<file path="src/rtl/dmem_arbiter.sv">
// -----------------------------------------------------------------------------
// dmem_arbiter
//
// Shares one single-port data memory between two requesters:
//   port 0 : core load/store path
//   port 1 : debug / DMA loader
// Round-robin arbitration with one access per grant. Writes finish at the
// grant edge, so writes can go back to back. A read parks the arbiter in
// RD_WAIT for one cycle while the memory's registered read data arrives. That
// data is then handed to the owning port with a one-cycle rvalid pulse.
//
// Optional feature (macro DMEM_ARB_ADDR_CHECK_EN):
//   Any access with addr >= DEPTH is still granted, but the memory is not
//   touched. errN pulses in the cycle after the grant. Without the macro,
//   err0/err1 stay 0 and addresses pass straight through.
//
// Parameters:
//   DEPTH  number of DW-bit words in the memory (valid addresses 0..DEPTH-1)
//   AW     address width
//   DW     data width
//
// Ports:
//   clk, reset_n            clock, asynchronous active-low reset
//   req0/1, wr0/1           request (held until granted), 1 = write
//   addr0/1, wdata0/1       word address and write data of each requester
//   gnt0/1                  combinational grant (accepted when req & gnt)
//   rvalid0/1, rdata0/1     registered read response
//   err0/1                  registered out-of-range error pulse
//   mem_addr, mem_wr,
//   mem_rd, mem_wr_data     memory command pins
//   mem_rd_data             memory read data, valid the cycle after mem_rd
// -----------------------------------------------------------------------------
module dmem_arbiter #(
  parameter int DEPTH = 32,
  parameter int AW    = 64,
  parameter int DW    = 64
) (
  input  logic          clk,
  input  logic          reset_n,
  input  logic          req0,
  input  logic          req1,
  input  logic          wr0,
  input  logic          wr1,
  input  logic [AW-1:0] addr0,
  input  logic [AW-1:0] addr1,
  input  logic [DW-1:0] wdata0,
  input  logic [DW-1:0] wdata1,
  output logic          gnt0,
  output logic          gnt1,
  output logic          rvalid0,
  output logic          rvalid1,
  output logic [DW-1:0] rdata0,
  output logic [DW-1:0] rdata1,
  output logic          err0,
  output logic          err1,
  output logic [AW-1:0] mem_addr,
  output logic          mem_wr,
  output logic          mem_rd,
  output logic [DW-1:0] mem_wr_data,
  input  logic [DW-1:0] mem_rd_data
);

`ifdef DMEM_ARB_ADDR_CHECK_EN
  localparam bit CHECK_EN = 1'b1;
`else
  localparam bit CHECK_EN = 1'b0;
`endif

  typedef enum logic {IDLE = 1'b0, RD_WAIT = 1'b1} state_t;

  state_t        state, state_next;
  logic          last_grant, last_grant_next;
  logic          owner, owner_next;

  // Arbitration result for the current cycle
  logic          any_gnt;
  logic          sel_port;
  logic          sel_wr;
  logic [AW-1:0] sel_addr;
  logic [DW-1:0] sel_wdata;
  logic          addr_ok;

  always_comb begin
    any_gnt  = 1'b0;
    sel_port = 1'b0;
    if (state == IDLE) begin
      if (req0 && req1) begin
        any_gnt  = 1'b1;
        sel_port = ~last_grant;   // alternate on contention
      end else if (req0) begin
        any_gnt  = 1'b1;
        sel_port = 1'b0;
      end else if (req1) begin
        any_gnt  = 1'b1;
        sel_port = 1'b1;
      end
    end
  end

  assign sel_wr    = sel_port ? wr1    : wr0;
  assign sel_addr  = sel_port ? addr1  : addr0;
  assign sel_wdata = sel_port ? wdata1 : wdata0;

  // When the check is disabled every address counts as in range.
  assign addr_ok = !CHECK_EN || (sel_addr < AW'(DEPTH));

  // State register
  always_ff @(posedge clk or negedge reset_n) begin
    if (!reset_n) begin
      state      <= IDLE;
      last_grant <= 1'b1;   // port 0 wins the first contention
      owner      <= 1'b0;
    end else begin
      state      <= state_next;
      last_grant <= last_grant_next;
      owner      <= owner_next;
    end
  end

  // Next-state logic
  always_comb begin
    state_next      = state;
    last_grant_next = last_grant;
    owner_next      = owner;
    case (state)
      IDLE: begin
        if (any_gnt) begin
          last_grant_next = sel_port;
          // Only an in-range read waits for data. Writes and rejected
          // accesses finish at the grant edge.
          if (!sel_wr && addr_ok) begin
            state_next = RD_WAIT;
            owner_next = sel_port;
          end
        end
      end
      RD_WAIT: state_next = IDLE;
      default: state_next = IDLE;
    endcase
  end

  // Output logic (memory command and grants)
  always_comb begin
    gnt0        = any_gnt && !sel_port;
    gnt1        = any_gnt &&  sel_port;
    mem_wr      = any_gnt &&  sel_wr && addr_ok;
    mem_rd      = any_gnt && !sel_wr && addr_ok;
    mem_addr    = any_gnt ? sel_addr  : '0;
    mem_wr_data = any_gnt ? sel_wdata : '0;
  end

  // Response registers: read data arrives during RD_WAIT and is presented to
  // the owner one cycle later. The non-owner's rdata holds its value.
  always_ff @(posedge clk or negedge reset_n) begin
    if (!reset_n) begin
      rvalid0 <= 1'b0;
      rvalid1 <= 1'b0;
      rdata0  <= '0;
      rdata1  <= '0;
      err0    <= 1'b0;
      err1    <= 1'b0;
    end else begin
      rvalid0 <= (state == RD_WAIT) && !owner;
      rvalid1 <= (state == RD_WAIT) &&  owner;
      if (state == RD_WAIT && !owner) rdata0 <= mem_rd_data;
      if (state == RD_WAIT &&  owner) rdata1 <= mem_rd_data;
      err0    <= CHECK_EN && gnt0 && !addr_ok;
      err1    <= CHECK_EN && gnt1 && !addr_ok;
    end
  end

endmodule

</file>
<file path="config.mk">
export PLATFORM = sky130hd
export DESIGN_NAME = dmem_arbiter
export DESIGN_NICKNAME = d
export VERILOG_FILES = /design/src/rtl/dmem_arbiter.sv
export SDC_FILE = /design/constraint.sdc
export NUM_CORES = 1
export LEC_CHECK = 0
export CAP_MARGIN = 10
export CORE_AREA = 2 2 232 234
export CTS_BUF_LIST = sky130_fd_sc_hd__clkbuf_8 sky130_fd_sc_hd__clkbuf_16
export CTS_CLUSTER_DIAMETER = 100
export CTS_CLUSTER_SIZE = 30
export DETAILED_ROUTE_END_ITERATION = 6
export DIE_AREA = 0 0 234 236
export GPL_ROUTABILITY_DRIVEN = 0
export PLACE_DENSITY = 0.49
export SYNTH_ARGS = -nofsm -noshare
export SYNTH_HDL_FRONTEND = slang
export SYNTH_SLANG_ARGS = --single-unit
</file>
<file path="constraint.sdc">
create_clock -name clk -period 5.6 [get_ports clk]
set_input_delay 1.12 -clock clk [delete_from_list [all_inputs] [get_ports clk]]
set_output_delay 1.12 -clock clk [all_outputs]
set_load 0.02 [all_outputs]
</file>
; Yosys cells after proc, flatten, opt, wreduce, memory -nomap -nowiden
; Cells that the tools add are included.
[op_classes]
n_bitwise = 3
reduce_logical = 12
mux = 15
[op_table]
columns = cell, n
row1 = $mux 64, 4
row2 = $mux 1, 10
row3 = $logic_and 1x1->1, 7
row4 = $logic_not 1->1, 3
row5 = $not 1->1, 3
row6 = $reduce_and 3->1, 1
row7 = $pmux 1 s2, 1
row8 = $reduce_and 2->1, 1
[totals]
inputBits = 326
register_bits = 133

; Depth between registers and ports, before layout
[depth]
word_depth = 8
ltp_mapped = 7
mapped_depth_nobuf = 4

; Worst setup path before layout
; OpenSTA, ideal clock, no wires.
[synth_path]
kind = input-to-output
from = input req1
to = output mem_wr_data[13]
path_slack_ns = 2.262
t_arrival_ns = 2.218
cell_stages = 5
n_path_buf = 3
cell_sequence = buf_4 > a211oi_4 > buf_4 > buf_2 > a22o_1
[synth_via]
elab_chain_cells = 6
[synth_rtl]
columns = item, line_no
row1 = "start, declared", 41  ; input logic req1,
row2 = $mux 1, 93  ; end else if (req1) begin
row3 = $mux 1, 90  ; end else if (req0) begin
row4 = $mux 1, 87  ; if (req0 && req1) begin
row5 = $mux 1, 86  ; if (state == IDLE) begin
row6 = $mux 64, 102  ; assign sel_wdata = sel_port ? wdata1 : wdata0;
row7 = $mux 64 (*), 149  ; mem_wr_data = any_gnt ? sel_wdata : '0;
row8 = "end, declared", 59  ; output logic [DW-1:0] mem_wr_data,
; Every way passes the cells marked *; elsewhere a longest branch is shown, timed or not.

; Worst setup path after layout
[layout_path]
from = input req1
to = output mem_wr_data[47]
; The elaborated chain is that of the path after synthesis.

==> results_dict.tcl <==
set metrics [dict create \
    netlist_instances 463 \
    maxSlewViolCount 0 \
    intPower_mw 3.90 \
    tightest_slew_ps 754 \
    end_kind "output pin" \
    clk_latency_ps 440 \
    portBuffers 587 \
    ant_nets 0 \
    setup_viol 0 \
    p_total_mw 6.07 \
    path_max_fanout 48 \
    worstSetupStartpointType "input port" \
    firstDrtPassIters 4 \
    dieArea_um2 55200 \
    routedWlPerCell_um 21.5 \
    drv_cap 0 \
    vias_per_cell 3.68 \
    row_count 85 \
    ctsResizeCount 0 \
    skew_ps 8.35 \
    min_period_over_period_pct 90.3 \
    cts.sink_count 133 \
    core_um2 53100 \
    yosys_warnings 0 \
    finalHoldViolCount 0 \
    tns_ps 0 \
    grt_antenna_before_repair 11 \
    cts_tree "yes" \
    grt_max_degree 75 \
    seq_power_share_pct 27.2 \
    fill_cells 5582 \
    start_util_pct 11.9 \
    worst-r2r-cell-count 4 \
    endpoint "mem_wr_data[47]" \
    rsz0062_at_grt "no" \
    crit_start "req1" \
    cts_setup_buffers 0 \
    overflow 0 \
    numCtsBuffers 17 \
    power_frac_comb_pct 51.8 \
    synth-seq-cells 133 \
    path_clk_slew_ps 60 \
    synth_cell_types 22 \
    fin_nets 1363 \
    p_clk_share_pct 21.0 \
    ctsHtreeMaxLevel 4 \
    root_buffer "clkbuf_16" \
    die_h_um 236 \
    grt_pass1_vias 6836 \
    drive_gt1_share_pct 16.7 \
    ys_seq_area_share_pct 52.7 \
    fmax_ghz 0.198 \
    power_density_nw_per_um2 445 \
    hold_path.class "reg2reg" \
    drcViolationCount 0 \
    met1_length_um 12000 \
    wl_met2_um 20900 \
    crit_type "in2out" \
    rr_endpoint "rdata0[41]$_DFFE_PN0P_" \
    hpwlAfterDp_um 31500 \
    die_w_um 234 \
    ir_drop_mv 0.303 \
    p_leak_nw 5.31 \
    syn2layout_area_growth_pct 116 \
    crit_arrival_ps 3930 \
    num_io_pins 590 \
    r2r_slack_ps 3020 \
    hold_buffers 0 \
    status "finished clean" \
    swShare_pct 35.7 \
    routed.top_layer "met4" \
    period_minus_slack_ps 5050 \
    finish.utilization_pct 25.7 \
    slew_headroom_pct 49.7 \
    grt_usage_pct 13.0 \
    power.net_switching_mw 2.16 \
    clock_path_buffers 2 \
    reg2reg_from "state$_DFF_PN0_" \
    synthesis.area_um2 6320 \
    met3WireLength_um 2990 \
    avgSynthCellArea_um2 13.7 \
    num_vias 6458 \
    routed_wl_um 37800 \
    crit_required_ps 4480 \
    grt_first_pass_wirelength_um 50200 \
    detail_route.iter0.violations 135 \
]
per-stage QoR:
stage	area (um^2)	worst slack (ps)	hold slack, ps	std cells
floorplan	6330	2260	451	464
global placement	12900	648	487	1714
detailed placement	12900	608	477	1714
CTS	13600	607	486	1746
global route	13600	468	507	1752
finish	13600	546	485	1754
cell usage after synthesis, drive strengths merged:
master     n  area share [%]
dfstp      1            0.42
buf       35             3.4
clkbuf     8            0.47
dfrtp    132              52
o2111ai    5            0.69
nor2       1           0.059
o21bai     1            0.12
and2       1           0.099
conb       1           0.059
o221ai     1            0.14
a21oi      5            0.40
nand2b     1            0.22
nand2      4            0.24
o21ai      5            0.40
a211oi     1            0.32
mux2     128              23
and3b      2            0.28
inv        6            0.36
or2        1            0.14
a22o     124              17
layout by cell type (no fill, tap or decap), types with 3 or more instances in the layout:
cell,netlist,final
clkdlybuf4s50_1,0,586
dfrtp_1,132,132
mux2_2,128,128
a22o_1,124,124
clkbuf_16,0,17
diode_2,0,8
inv_1,4,8
buf_4,16,8
bufinv_16,0,6
o2111ai_1,5,5
o21ai_0,5,5
a21oi_1,5,5
nand2_1,4,3
power groups by stage:
stage	sequential (mW)	combinational [mW]	clock (mW)
2_1_floorplan	2.19	0.894	0
3_3_place_gp	1.64	3.18	0
3_5_place_dp	1.66	3.18	0
4_1_cts	1.66	3.19	1.32
5_1_grt	1.71	3.29	1.36
6_report	1.65	3.14	1.27
worst min-delay path by stage:
stage / startpoint / end / slack (ps) / depth (start not counted)
after floorplan: last_grant$_DFFE_PN1P_ / last_grant$_DFFE_PN1P_ / 450 / 2
after global placement: rdata1[23]$_DFFE_PN0P_ / rdata1[23]$_DFFE_PN0P_ / 490 / 1
after detailed placement: last_grant$_DFFE_PN1P_ / last_grant$_DFFE_PN1P_ / 480 / 2
after CTS: last_grant$_DFFE_PN1P_ / last_grant$_DFFE_PN1P_ / 490 / 2
after global routing: last_grant$_DFFE_PN1P_ / last_grant$_DFFE_PN1P_ / 510 / 2
final: last_grant$_DFFE_PN1P_ / last_grant$_DFFE_PN1P_ / 480 / 2
state kept, by name, summed over array words and instances (netlist names):
register    count
last_grant      1
rdata0         64
rdata1         64
rvalid0         1
owner           1
state           1
rvalid1         1
critical path, cell delays in order:
cell and delay (ps):
clkdlybuf4s50_1 740, nand2b_4 120, or2_4 290, inv_4 370, buf_12 290, a22o_1 270, clkdlybuf4s50_1 650
layout make-up:
class	instances	area, um^2	share of cell area, %
Timing Repair Buffer	597	5980	43.8
Sequential cell	133	3330	24.4
Multi-Input combinational cell	282	2750	20.1
Tap cell	696	871	6.39
Clock buffer	19	453	3.32
Clock inverter	13	213	1.56
Inverter	6	25.0	0.184
Antenna cell	8	20.0	0.147
kinds of logic (layout without fill, tap and decap cells):
logic type | Yosys count | count (layout) | share of synthesized area, %
compound gates | 142 | 142 | 19.2
buf+inv | 49 | 635 | 4.23
flops | 133 | 133 | 52.7
mux | 128 | 128 | 22.8
other cells | 1 | 10 | 0.0593
simple gates | 10 | 10 | 1.03
metal layers:
| layer | track usage, % | vias up |
|---|---|---|
| met5 | 0 | - |
| met4 | 7.10 | 0 |
| met3 | 4.17 | 55 |
| met2 | 25.4 | 340 |
| met1 | 11.6 | 3133 |
| li1 | - | 2930 |
Note: power is estimated with default switching activity, not from simulation.
